<file path="config.mk">
export PLATFORM = sky130hd
export DESIGN_NAME = riscv_i32_mem_stage_flat
export DESIGN_NICKNAME = d
export VERILOG_FILES = /design/src/rtl/riscv_pkg.sv /design/src/rtl/riscv_i32_mem_stage_if.sv /design/src/rtl/riscv_i32_load_align.sv /design/src/rtl/riscv_i32_mem_stage.sv /design/src/flat_wrapper.sv
export SDC_FILE = /design/constraint.sdc
export NUM_CORES = 1
export LEC_CHECK = 0
export BUFFER_PORTS_ARGS = -buffer_cell sky130_fd_sc_hd__clkbuf_2
export CORE_UTILIZATION = 35
export DETAILED_ROUTE_END_ITERATION = 6
export HOLD_SLACK_MARGIN = 0.02
export REMOVE_ABC_BUFFERS = 1
export SLEW_MARGIN = 20
export SYNTH_ARGS = -nofsm -noshare
export SYNTH_HDL_FRONTEND = slang
export SYNTH_SLANG_ARGS = --single-unit
</file>
<file path="constraint.sdc">
create_clock -name clk -period 6.5 [get_ports clk]
set_input_delay 1.3 -clock clk [delete_from_list [all_inputs] [get_ports clk]]
set_output_delay 1.3 -clock clk [all_outputs]
set_load 0.02 [all_outputs]
</file>
<file path="src/rtl/riscv_pkg.sv">
// Shared RISC-V i32 definitions: op codes, memory widths, cause codes and
// the data-memory request / writeback record types used by the memory stage.
package riscv_pkg;

  localparam logic [3:0] OP_LOAD  = 4'h6;
  localparam logic [3:0] OP_STORE = 4'h7;

  typedef enum logic [1:0] {
    MW_BYTE  = 2'd0,
    MW_HALF  = 2'd1,
    MW_WORD  = 2'd2,
    MW_WORD3 = 2'd3
  } mem_width_e;

  localparam logic [3:0] CAUSE_LOAD_MISALIGNED  = 4'd4;
  localparam logic [3:0] CAUSE_LOAD_FAULT       = 4'd5;
  localparam logic [3:0] CAUSE_STORE_MISALIGNED = 4'd6;
  localparam logic [3:0] CAUSE_STORE_FAULT      = 4'd7;

  typedef enum logic [1:0] {
    ST_IDLE = 2'd0,
    ST_REQ  = 2'd1,
    ST_RESP = 2'd2
  } mem_state_e;

  typedef struct packed {
    logic        valid;
    logic        read_not_write;
    logic [31:0] address;
    logic [3:0]  byte_enable;
    logic [31:0] write_data;
  } dmem_req_t;

  typedef struct packed {
    logic        valid;
    logic [4:0]  rd;
    logic        rd_written;
    logic [31:0] data;
    logic        exception;
    logic [3:0]  cause;
  } wb_t;

endpackage

</file>
<file path="src/rtl/riscv_i32_mem_stage_if.sv">
// Data-memory valid/ack request port plus single-cycle read response.
interface riscv_i32_mem_stage_if;
  logic        dmem_req__valid;
  logic        dmem_req__read_not_write;
  logic [31:0] dmem_req__address;
  logic [3:0]  dmem_req__byte_enable;
  logic [31:0] dmem_req__write_data;
  logic        dmem_req_ack;
  logic        dmem_resp__valid;
  logic [31:0] dmem_resp__read_data;

  modport master (
    output dmem_req__valid, dmem_req__read_not_write, dmem_req__address,
           dmem_req__byte_enable, dmem_req__write_data,
    input  dmem_req_ack, dmem_resp__valid, dmem_resp__read_data
  );

  modport slave (
    input  dmem_req__valid, dmem_req__read_not_write, dmem_req__address,
           dmem_req__byte_enable, dmem_req__write_data,
    output dmem_req_ack, dmem_resp__valid, dmem_resp__read_data
  );
endinterface

</file>
<file path="src/rtl/riscv_i32_load_align.sv">
// Combinational load aligner: selects the addressed byte/half/word lane of a
// word-aligned read and sign- or zero-extends it to 32 bits.
module riscv_i32_load_align
  import riscv_pkg::*;
(
  input  logic [31:0] read_data,
  input  logic [1:0]  addr_lo,
  input  logic [1:0]  width,
  input  logic        read_unsigned,
  output logic [31:0] result
);

  logic [31:0] shifted;

  always_comb begin
    shifted = read_data >> {addr_lo, 3'b000};
    result  = shifted;
    case (mem_width_e'(width))
      MW_BYTE: result = read_unsigned ? {24'h0, shifted[7:0]}
                                      : {{24{shifted[7]}}, shifted[7:0]};
      MW_HALF: result = read_unsigned ? {16'h0, shifted[15:0]}
                                      : {{16{shifted[15]}}, shifted[15:0]};
      default: result = shifted;
    endcase
  end

endmodule

</file>
<file path="src/rtl/riscv_i32_mem_stage.sv">
// Memory/writeback stage: issues loads/stores on the dmem port, aligns load
// data and emits one registered writeback record per accepted instruction.
module riscv_i32_mem_stage
  import riscv_pkg::*;
#(
  parameter int unsigned RESP_TIMEOUT = 255
) (
  input  logic        clk,
  input  logic        reset_n,

  input  logic        ex_valid,
  output logic        ex_ready,
  input  logic [3:0]  ex_op,
  input  logic [1:0]  ex_memory_width,
  input  logic        ex_memory_read_unsigned,
  input  logic [4:0]  ex_rd,
  input  logic        ex_rd_written,
  input  logic [31:0] alu_result__result,
  input  logic [31:0] alu_result__arith_result,
  input  logic [31:0] ex_rs2,

  riscv_i32_mem_stage_if.master dmem,

  output logic        wb__valid,
  output logic [4:0]  wb__rd,
  output logic        wb__rd_written,
  output logic [31:0] wb__data,
  output logic        wb__exception,
  output logic [3:0]  wb__cause
);

  localparam logic [7:0] TIMEOUT = 8'(RESP_TIMEOUT);

  mem_state_e  state_q, state_d;
  logic [7:0]  cnt_q, cnt_d;
  dmem_req_t   req_q, req_d;
  wb_t         wb_q, wb_d;

  logic        is_load_q, is_load_d;
  logic [1:0]  width_q, width_d;
  logic        unsigned_q, unsigned_d;
  logic [1:0]  addr_lo_q, addr_lo_d;
  logic [4:0]  rd_q, rd_d;
  logic        rd_wr_q, rd_wr_d;

  logic [31:0] load_data;
  logic        ex_is_mem;
  logic        ex_is_load;
  logic        misaligned;
  logic [3:0]  be;
  logic [31:0] wdata;

  riscv_i32_load_align u_load_align (
    .read_data     (dmem.dmem_resp__read_data),
    .addr_lo       (addr_lo_q),
    .width         (width_q),
    .read_unsigned (unsigned_q),
    .result        (load_data)
  );

  // Decode of the instruction currently offered by execute.
  always_comb begin
    ex_is_load = (ex_op == OP_LOAD);
    ex_is_mem  = ex_is_load || (ex_op == OP_STORE);
    misaligned = 1'b0;
    be         = 4'b1111;
    wdata      = ex_rs2;
    case (mem_width_e'(ex_memory_width))
      MW_BYTE: begin
        be    = 4'b0001 << alu_result__arith_result[1:0];
        wdata = {4{ex_rs2[7:0]}};
      end
      MW_HALF: begin
        misaligned = alu_result__arith_result[0];
        be         = 4'b0011 << {alu_result__arith_result[1], 1'b0};
        wdata      = {2{ex_rs2[15:0]}};
      end
      default: misaligned = (alu_result__arith_result[1:0] != 2'b00);
    endcase
  end

  always_comb begin
    state_d    = state_q;
    cnt_d      = cnt_q;
    req_d      = req_q;
    wb_d       = '0;
    is_load_d  = is_load_q;
    width_d    = width_q;
    unsigned_d = unsigned_q;
    addr_lo_d  = addr_lo_q;
    rd_d       = rd_q;
    rd_wr_d    = rd_wr_q;

    case (state_q)
      ST_IDLE: begin
        cnt_d = '0;
        req_d = '0;
        if (ex_valid) begin
          is_load_d  = ex_is_load;
          width_d    = ex_memory_width;
          unsigned_d = ex_memory_read_unsigned;
          addr_lo_d  = alu_result__arith_result[1:0];
          rd_d       = ex_rd;
          rd_wr_d    = ex_rd_written;
          if (!ex_is_mem) begin
            wb_d.valid      = 1'b1;
            wb_d.rd         = ex_rd;
            wb_d.rd_written = ex_rd_written;
            wb_d.data       = alu_result__result;
          end else if (misaligned) begin
            wb_d.valid     = 1'b1;
            wb_d.rd        = ex_rd;
            wb_d.exception = 1'b1;
            wb_d.cause     = ex_is_load ? CAUSE_LOAD_MISALIGNED : CAUSE_STORE_MISALIGNED;
          end else begin
            state_d              = ST_REQ;
            req_d.valid          = 1'b1;
            req_d.read_not_write = ex_is_load;
            req_d.address        = {alu_result__arith_result[31:2], 2'b00};
            req_d.byte_enable    = be;
            req_d.write_data     = ex_is_load ? '0 : wdata;
          end
        end
      end

      ST_REQ: begin
        cnt_d = cnt_q + 8'd1;
        if (dmem.dmem_req_ack) begin
          req_d = '0;
          if (is_load_q) begin
            state_d = ST_RESP;
          end else begin
            state_d    = ST_IDLE;
            wb_d.valid = 1'b1;
            wb_d.rd    = rd_q;
          end
        end else if (cnt_d >= TIMEOUT) begin
          state_d        = ST_IDLE;
          req_d          = '0;
          wb_d.valid     = 1'b1;
          wb_d.rd        = rd_q;
          wb_d.exception = 1'b1;
          wb_d.cause     = is_load_q ? CAUSE_LOAD_FAULT : CAUSE_STORE_FAULT;
        end
      end

      ST_RESP: begin
        cnt_d = cnt_q + 8'd1;
        if (dmem.dmem_resp__valid) begin
          state_d         = ST_IDLE;
          wb_d.valid      = 1'b1;
          wb_d.rd         = rd_q;
          wb_d.rd_written = rd_wr_q;
          wb_d.data       = load_data;
        end else if (cnt_d >= TIMEOUT) begin
          state_d        = ST_IDLE;
          wb_d.valid     = 1'b1;
          wb_d.rd        = rd_q;
          wb_d.exception = 1'b1;
          wb_d.cause     = CAUSE_LOAD_FAULT;
        end
      end

      default: begin
        state_d = ST_IDLE;
        req_d   = '0;
      end
    endcase
  end

  always_ff @(posedge clk or negedge reset_n) begin
    if (!reset_n) begin
      state_q    <= ST_IDLE;
      cnt_q      <= '0;
      req_q      <= '0;
      wb_q       <= '0;
      is_load_q  <= 1'b0;
      width_q    <= '0;
      unsigned_q <= 1'b0;
      addr_lo_q  <= '0;
      rd_q       <= '0;
      rd_wr_q    <= 1'b0;
    end else begin
      state_q    <= state_d;
      cnt_q      <= cnt_d;
      req_q      <= req_d;
      wb_q       <= wb_d;
      is_load_q  <= is_load_d;
      width_q    <= width_d;
      unsigned_q <= unsigned_d;
      addr_lo_q  <= addr_lo_d;
      rd_q       <= rd_d;
      rd_wr_q    <= rd_wr_d;
    end
  end

  assign ex_ready = (state_q == ST_IDLE);

  assign dmem.dmem_req__valid          = req_q.valid;
  assign dmem.dmem_req__read_not_write = req_q.read_not_write;
  assign dmem.dmem_req__address        = req_q.address;
  assign dmem.dmem_req__byte_enable    = req_q.byte_enable;
  assign dmem.dmem_req__write_data     = req_q.write_data;

  assign wb__valid      = wb_q.valid;
  assign wb__rd         = wb_q.rd;
  assign wb__rd_written = wb_q.rd_written;
  assign wb__data       = wb_q.data;
  assign wb__exception  = wb_q.exception;
  assign wb__cause      = wb_q.cause;

endmodule

</file>
<file path="src/flat_wrapper.sv">
// flat-port wrapper written by rule: the top's interface ports become plain ports
module riscv_i32_mem_stage_flat import riscv_pkg::*;
#(
  parameter int unsigned RESP_TIMEOUT = 255
)
  (clk, reset_n, ex_valid, ex_ready, ex_op, ex_memory_width, ex_memory_read_unsigned, ex_rd, ex_rd_written, alu_result__result, alu_result__arith_result, ex_rs2, wb__valid, wb__rd, wb__rd_written, wb__data, wb__exception, wb__cause, dmem_dmem_req__valid, dmem_dmem_req__read_not_write, dmem_dmem_req__address, dmem_dmem_req__byte_enable, dmem_dmem_req__write_data, dmem_dmem_req_ack, dmem_dmem_resp__valid, dmem_dmem_resp__read_data);
  riscv_i32_mem_stage_if dmem_i ();
  input  logic clk;
  input  logic reset_n;
  input  logic ex_valid;
  output logic ex_ready;
  input  logic [3:0] ex_op;
  input  logic [1:0] ex_memory_width;
  input  logic ex_memory_read_unsigned;
  input  logic [4:0] ex_rd;
  input  logic ex_rd_written;
  input  logic [31:0] alu_result__result;
  input  logic [31:0] alu_result__arith_result;
  input  logic [31:0] ex_rs2;
  output logic wb__valid;
  output logic [4:0] wb__rd;
  output logic wb__rd_written;
  output logic [31:0] wb__data;
  output logic wb__exception;
  output logic [3:0] wb__cause;
  output wire logic [$bits(dmem_i.dmem_req__valid)-1:0] dmem_dmem_req__valid;
  output wire logic [$bits(dmem_i.dmem_req__read_not_write)-1:0] dmem_dmem_req__read_not_write;
  output wire logic [$bits(dmem_i.dmem_req__address)-1:0] dmem_dmem_req__address;
  output wire logic [$bits(dmem_i.dmem_req__byte_enable)-1:0] dmem_dmem_req__byte_enable;
  output wire logic [$bits(dmem_i.dmem_req__write_data)-1:0] dmem_dmem_req__write_data;
  input wire logic [$bits(dmem_i.dmem_req_ack)-1:0] dmem_dmem_req_ack;
  input wire logic [$bits(dmem_i.dmem_resp__valid)-1:0] dmem_dmem_resp__valid;
  input wire logic [$bits(dmem_i.dmem_resp__read_data)-1:0] dmem_dmem_resp__read_data;
  assign dmem_dmem_req__valid = dmem_i.dmem_req__valid;
  assign dmem_dmem_req__read_not_write = dmem_i.dmem_req__read_not_write;
  assign dmem_dmem_req__address = dmem_i.dmem_req__address;
  assign dmem_dmem_req__byte_enable = dmem_i.dmem_req__byte_enable;
  assign dmem_dmem_req__write_data = dmem_i.dmem_req__write_data;
  assign dmem_i.dmem_req_ack = dmem_dmem_req_ack;
  assign dmem_i.dmem_resp__valid = dmem_dmem_resp__valid;
  assign dmem_i.dmem_resp__read_data = dmem_dmem_resp__read_data;
  riscv_i32_mem_stage #(.RESP_TIMEOUT(RESP_TIMEOUT)) u_core (.clk(clk), .reset_n(reset_n), .ex_valid(ex_valid), .ex_ready(ex_ready), .ex_op(ex_op), .ex_memory_width(ex_memory_width), .ex_memory_read_unsigned(ex_memory_read_unsigned), .ex_rd(ex_rd), .ex_rd_written(ex_rd_written), .alu_result__result(alu_result__result), .alu_result__arith_result(alu_result__arith_result), .ex_rs2(ex_rs2), .dmem(dmem_i), .wb__valid(wb__valid), .wb__rd(wb__rd), .wb__rd_written(wb__rd_written), .wb__data(wb__data), .wb__exception(wb__exception), .wb__cause(wb__cause));
endmodule
</file>
==> impl_results.md, run 1 <==
* Status: finished clean
* WL/cell at roughly 16 um
* GRT Total Usage at 0.188
* Synth warnings at 0
* Buf+Inv Stages, Crit Path at 1
* Mapped Area at about 0.0066 mm2
* First-pass DRT Iterations at 4
* Min Hold Slack at a little under 500 ps
* Final slew viol count at 0
* Fin. Hold Viols at 0
* Top cell type by total area after synthesis: dfrtp_1
* F_max at around 300 MHz
* Fin crit period at between 3000 and 4000 ps
* Main synth FF type: dfrtp_1
* Worst Setup End Kind: flop
* Ys async rst share at 1.00
* Starting Density at 0.362
* Clock transition at the registers of the reported paths at around 60 ps
* First-pass GRT wire length at ~29 mm
* Post-synth EDFFs at 0
* # Max-Cap Violations at 0
* Crit path DAT at between 3000 and 4000 ps
* Cells after Synth at 630
* PwrDens at just over 300 mW/mm2
* DPL Wire Length at about 12 mm
* Xor/xnor cell area share of the yosys netlist at 0.00398
* Final setup violation count at 0
* Routed Antenna Nets at 0
* Sequential area share after synthesis at 0.501
* Simple-Gate Fraction of Synth Area at 0.118
* Via count at approximately 5500
* RSZ-0062 raised after global routing: no
* GRT overflow at 0
* Avg Cell Area, Syn at around 10 um2
* Post-synth top area share at 0.501
* Post-CTS Setup Inserts at 0
* Post-CTS Resized at 0
* Die Y at between 100 and 150 um
* Number of diodes at 0
* Clock buffer depth at 2
* Crit-path max FO at 31
* Chip width at between 100 and 150 um
* Adder-Cell Fraction of Synth Area at 0.0114
* Pleak at about 4.6 nW
* Slowest CP cell: or2_2
* Port buffer count at roughly 260
* Initial antenna violation count at 0
* Compound-Gate Fraction of Synth Area at 0.114
* Syn-to-layout area delta at 31.4%
* Largest family of logic cells by synthesized area: multiplexers
* Sum Neg Setup Slack at 0 ps
* Nets at between 1000 and 1500
* Number of H-tree levels at 4
* Synth cell count leaders: 132 x dfrtp_1, 87 x nand2_1, 65 x mux2i_1, 52 x mux2_2, 40 x a21oi_1
* Violation count after the first detailed-route iteration at 254
* Pwr Total at between 0.002 and 0.003 W
* GP Congestion at 0.842
* DR vias/cell at roughly 5
* R2R Setup Slk at 3420 ps
* Vias in the first global route at between 5000 and 6000
* Inserted Clock Buffers at 17
* CTS tree: built
* Post-synthesis mux area share at 0.195
* CP top delay family: simple AND/OR/NAND/NOR gates
* CP max stage delay at 580 ps
* IO Pins at 261
* Root Buffer Master: clkbuf_16
* Relative slew slack at 0.283
* Cell variety after synth at 48
* Worst min-delay path class: flop to flop
* Core area at between 0.015 and 0.02 mm2
* Post-route clock skew at ~9.8 ps
* Skew-Pair Late Insertion Delay at just over 400 ps
* Worst slew pin tran at between 1000 and 1500 ps
* Crit-path cells: clkbuf_2 -> or2_2 -> a211oi_4 -> nand2_1 -> a21oi_1 -> mux2_1
* Crit path kind: input pin to flop
* Row count at about 50
* Count leader, synth: dfrtp_1
* Critical Path RT at just under 7000 ps
* Tcrit/Tclk final at 0.510
* Share of cells above drive strength 1 at 0.416
* CTS Hold Bufs at 0
* Type of origin of the critical path: input pin
* Sink Count at 132
* Ranking of synthesized cells by area: dfrtp_1 50%, mux2i_1 9.9%, mux2_2 8.9%
* Synth Register Bits at around 130
* Post-Route WL at ~18 mm
* Die ar. at 0.0194 mm2
* Max VDD drop at around 0.00017 V
* Remaining DRCs at 0
* Largest net degree at the start of global routing at 72
[sequential cells by signal, summed over array words and instances (netlist names), 2 cells and up]
name and count:
u_core.width_q 2, u_core.rd_q 5, u_core.dmem.dmem_req__address 30, u_core.wb__rd 5
u_core.wb__cause 3, u_core.wb__data 32, u_core.state_q 2, u_core.dmem.dmem_req__byte_enable 4
u_core.addr_lo_q 2, u_core.dmem.dmem_req__write_data 32, u_core.cnt_q 8
[routing by layer]
| metal | global-route usage | part of all wire | vias up |
|---|---|---|---|
| met5 | 0 | 0 | - |
| met1 | 0.239 | 0.45 | 2617 |
| met2 | 0.315 | 0.48 | 173 |
| li1 | - | - | 2653 |
| met4 | 0.0626 | 0.014 | 0 |
| met3 | 0.0458 | 0.055 | 19 |
[per-stage QoR]
step / instance area, um2 / worst slack, ps / utilization / std cells
3_3_place_gp: 8030 / 2880 / 0.441 / 1082
2_1_floorplan: 6370 / 1120 / - / 589
6_report: 8670 / 3180 / 0.476 / 1112
4_1_cts: 8670 / 3200 / 0.476 / 1112
3_5_place_dp: 8030 / 2780 / 0.441 / 1082
5_1_grt: 8670 / 3040 / 0.476 / 1112
[final timing paths]
| path | startpoint | to | cells after the start |
|---|---|---|---|
| worst max-delay path | ex_memory_width[1] | u_core.dmem.dmem_req__write_data[8] | 6 |
| worst min-delay path | u_core.rd_q[2] | u_core.wb__rd[2] | 1 |
| worst max register to register | u_core.cnt_q[0] | u_core.dmem.dmem_req__write_data[15] | 7 |
| worst min register to register | u_core.rd_q[2] | u_core.wb__rd[2] | 1 |
| max in group asynchronous | reset_n | u_core.dmem.dmem_req__address[27] | 2 |
| min in group asynchronous | reset_n | u_core.dmem.dmem_req__write_data[21] | 1 |
[layout by cell type, fill, tap and decap left out, types with 4 or more instances in the layout]
cell type	count
o31ai_1	4
nand2b_1	4
clkbuf_16	17
clkbuf_2	256
or2_2	5
nand2_1	87
a21oi_1	40
mux2_2	52
nor2_1	38
inv_1	38
and3_1	10
o21ai_0	32
nor2b_1	6
bufinv_16	5
a22o_1	5
a221o_2	10
nand3_1	7
buf_4	7
mux2i_1	65
a221o_1	6
a21o_1	4
nor3_1	4
ha_1	6
dfrtp_1	132
[where the power goes]
part | internal (W) | total, W | switching, W
Clock | 0.000696 | 0.00105 | 0.000353
Combinational | 0.000279 | 0.000664 | 0.000386
Sequential | 0.000898 | 0.000942 | 0.0000440
Total | 0.00187 | 0.00266 | 0.000783
[logic make-up after synthesis]
logic type,after synthesis
adder cells (fa/ha/maj),6
XOR/XNOR,3
buffers and inverters,81
flip-flops,132
multiplexers,121
AO/OA/AOI/OAI,113
AND/OR/NAND/NOR,173
other,1
[layout make-up]
type                            instances  area (um2)
Clock buffer                           21         460
Clock inverter                          9         178
Fill cell                            1749        9540
Inverter                               38         143
Multi-Input combinational cell        419        2950
Sequential cell                       132        3300
Tap cell                              229         287
Timing Repair Buffer                  264        1350
[worst register-to-register path: stages (launching register included)]
cell and delay, ps:
dfrtp_1 470, ha_1 330, xnor2_1 180, nor2_1 140, nand4_1 280, a31oi_4 260
buf_4 790, mux2_2 520
No activity file was read; power rests on OpenSTA's default activity.
==> run 2: changes to the inputs <==
Settings changed: ABC_AREA from default to 1.
Clock period 6.5 ns to 3.31 ns, I/O delays scaled along.
==> impl_results.md, run 2 <==
* Worst min-delay path class: input pin to asynchronous set/reset pin
* GP Congestion at around 0.81
* Worst Setup End Kind: flop
* CTS Hold Bufs at 0
* Via count at between 6000 and 7000
* CTS tree: built
* Nets at roughly 1200
* Initial antenna violation count at 0
* Core area at between 0.015 and 0.02 mm2
* Synth Register Bits at 132
* Pleak at roughly 4.6 nW
* Number of H-tree levels at 4
* Buf+Inv Stages, Crit Path at 4
* DPL Wire Length at 13.8 mm
* Final setup violation count at 0
* Count leader, synth: nand2_1
* Post-Route WL at approximately 19 mm
* Synth cell count leaders: 185 x nand2_1, 132 x dfrtp_1, 83 x inv_1, 58 x nand3_1, 56 x o21ai_0
* WL/cell at around 15 um
* Chip width at approximately 140 um
* Register-to-Register Path Depth at 9
* Main synth FF type: dfrtp_1
* Worst slew pin tran at around 760 ps
* Sw power at approximately 0.0022 W
* Most common cell after layout, fill and taps aside: clkbuf_2
* Syn-to-layout area delta at 32.0%
* Ys async rst share at 1.00
* Top cell type by total area after synthesis: dfrtp_1
* GRT overflow at 0
* Failing checks: DRC
* DR vias/cell at between 4 and 5
* F_max at roughly 400 MHz
* Commonest cells after routing, fill and taps aside: 256 x clkbuf_2, 185 x nand2_1, 132 x dfrtp_1
* Relative slew slack at 0.493
* Cell variety after synth at 39
* Largest net degree at the start of global routing at slightly above 100
* Fin crit period at between 2000 and 2500 ps
* Synth warnings at 0
* GRT Total Usage at 0.202
* Post-synth top area share at 0.507
* Cells after Synth at 763
* Violation count after the first detailed-route iteration at around 370
* Max VDD drop at about 0.00037 V
* Power share of the clock group at 0.330
* Critical Path RT at 3630 ps
* Clock buffer depth at 2
* Skew-Pair Late Insertion Delay at around 420 ps
* Pwr Total at between 0.005 and 0.006 W
* Sum Neg Setup Slack at 0 ps
* Type of origin of the critical path: flop
* Sequential area share after synthesis at 0.507
* Post-route clock skew at about 9.4 ps
* Die ar. at ~0.019 mm2
* Sink Count at roughly 130
* Crit path DAT at between 2000 and 3000 ps
* Row count at 49
* Tcrit/Tclk final at 0.750
* Most used cell, CP: inv_1
* Status: complete, but fails checks
* Fin. Hold Viols at 0
* CP max stage delay at 410 ps
* Root Buffer Master: clkbuf_16
* # Max-Cap Violations at 0
* Crit path kind: flop to flop
* Starting Density at 0.360
* Final slew viol count at 0
* Crit-path cells: inv_1 -> ha_1 -> nand2_2 -> nor2_1 -> inv_1 -> nor3_2 -> buf_4 -> inv_1 -> o31ai_2
* Share of cells above drive strength 1 at 0.344
* Slowest CP cell: dfrtp_1
* Sequential Power Share at 0.335
* PwrDens at about 680 mW/mm2
* IO Pins at approximately 260
* Post-CTS Setup Inserts at 0
* Vias in the first global route at roughly 5700
* Ranking of synthesized cells by area: dfrtp_1 51%, nand2_1 11%, inv_1 4.8%
* Number of diodes at 0
* Post-synth EDFFs at 0
* CP top delay family: buffers and inverters
* Avg Cell Area, Syn at between 8 and 9 um2
* Switching part of the total at 0.380
* Inserted Clock Buffers at 17
* RSZ-0062 raised after global routing: no
* FILL cells at about 1800
* Clock transition at the registers of the reported paths at ~60 ps
* Crit-path max FO at 16
* Die Y at 138 um
* First-pass GRT wire length at about 30 mm
* Combinational Power Share at 0.335
* Port buffer count at between 200 and 300
* Critical Path Stages at 9
* Int Pwr at between 0.003 and 0.004 W
* First-pass DRT Iterations at 7
* Remaining DRCs at 46
* Mapped Area at about 0.0065 mm2
* Routed Antenna Nets at 0
* Post-CTS Resized at 0
-- run 2: changes by cell type after synthesis, sizes merged, moves of 5 or more --
cell   change
nand2    +103
or2        -5
a21oi     -15
nand3     +54
nor2b      -7
o22ai      +9
a31o       +7
a221o     -16
inv       +46
mux2i     -53
o31ai     +24
mux2      -56
o21ai     +76
and3      -10
-- run 2: path summary, 6_finish.rpt --
check                                        startpoint                              endpoint  slack [ps]
min in group clk           alu_result__arith_result[20]     u_core.dmem.dmem_req__address[20]         450
min                                             reset_n     u_core.dmem.dmem_req__address[14]         230
max                                   u_core.state_q[0]  u_core.dmem.dmem_req__write_data[29]         830
max in group asynchronous                       reset_n  u_core.dmem.dmem_req__write_data[17]        2220
min reg2reg                 u_core.dmem.dmem_req__valid           u_core.dmem.dmem_req__valid         480
max reg2reg                           u_core.state_q[0]  u_core.dmem.dmem_req__write_data[29]         830
-- run 2: routing by layer --
layer  share of wire  vias to the layer above  wire length (um)  GRT usage
met5               0                        -                 0          0
met4           0.023                        0               444     0.0733
met3           0.075                       33              1440     0.0606
met2            0.47                      210              9070      0.331
met1            0.43                     2856              8260      0.251
li1                -                     3013                 -          -
-- run 2: final cells by class --
cell class,instances,area (um2),share of cell area
Sequential cell,132,3300,0.384
Multi-Input combinational cell,502,2670,0.310
Timing Repair Buffer,268,1420,0.165
Clock buffer,19,453,0.0527
Inverter,86,323,0.0375
Tap cell,229,287,0.0333
Clock inverter,13,146,0.0170
-- run 2: cells by family (layout without fill, tap and decap cells) --
family | count (synthesis) | after routing | synth area share
other | 1 | 3 | 0.000575
AND/OR/NAND/NOR | 292 | 292 | 0.192
multiplexers | 12 | 12 | 0.0184
AO/OA/AOI/OAI | 189 | 189 | 0.186
buffers and inverters | 131 | 386 | 0.0853
flip-flops | 132 | 132 | 0.507
adder cells (fa/ha/maj) | 6 | 6 | 0.0115
-- run 2: power groups by stage --
stage / Combinational [W] / Clock, W / Sequential (W)
after detailed placement: 0.00192 / 0 / 0.00198
after CTS: 0.00192 / 0.00196 / 0.00195
after global routing: 0.00217 / 0.00204 / 0.00198
after floorplan: 0.00103 / 0 / 0.00218
after global placement: 0.00191 / 0 / 0.00198
final: 0.00195 / 0.00192 / 0.00195
-- run 2: metrics by stage --
stage | utilization | area, um2 | cells | worst slack, ps | hold slack (ps)
2_1_floorplan | - | 6290 | 720 | 505 | 366
3_3_place_gp | 0.441 | 7980 | 1216 | 825 | 462
3_5_place_dp | 0.441 | 7980 | 1216 | 796 | 470
4_1_cts | 0.474 | 8570 | 1248 | 778 | 236
5_1_grt | 0.476 | 8600 | 1249 | 601 | 263
6_report | 0.476 | 8600 | 1249 | 827 | 232
-- run 2: worst register-to-register path, stage by stage, from the launching register on --
cell and delay [ps]:
dfrtp_1 410, inv_1 110, ha_1 310, nand2_2 240, nor2_1 200, inv_1 100
nor3_2 120, buf_4 200, inv_1 340, o31ai_2 360
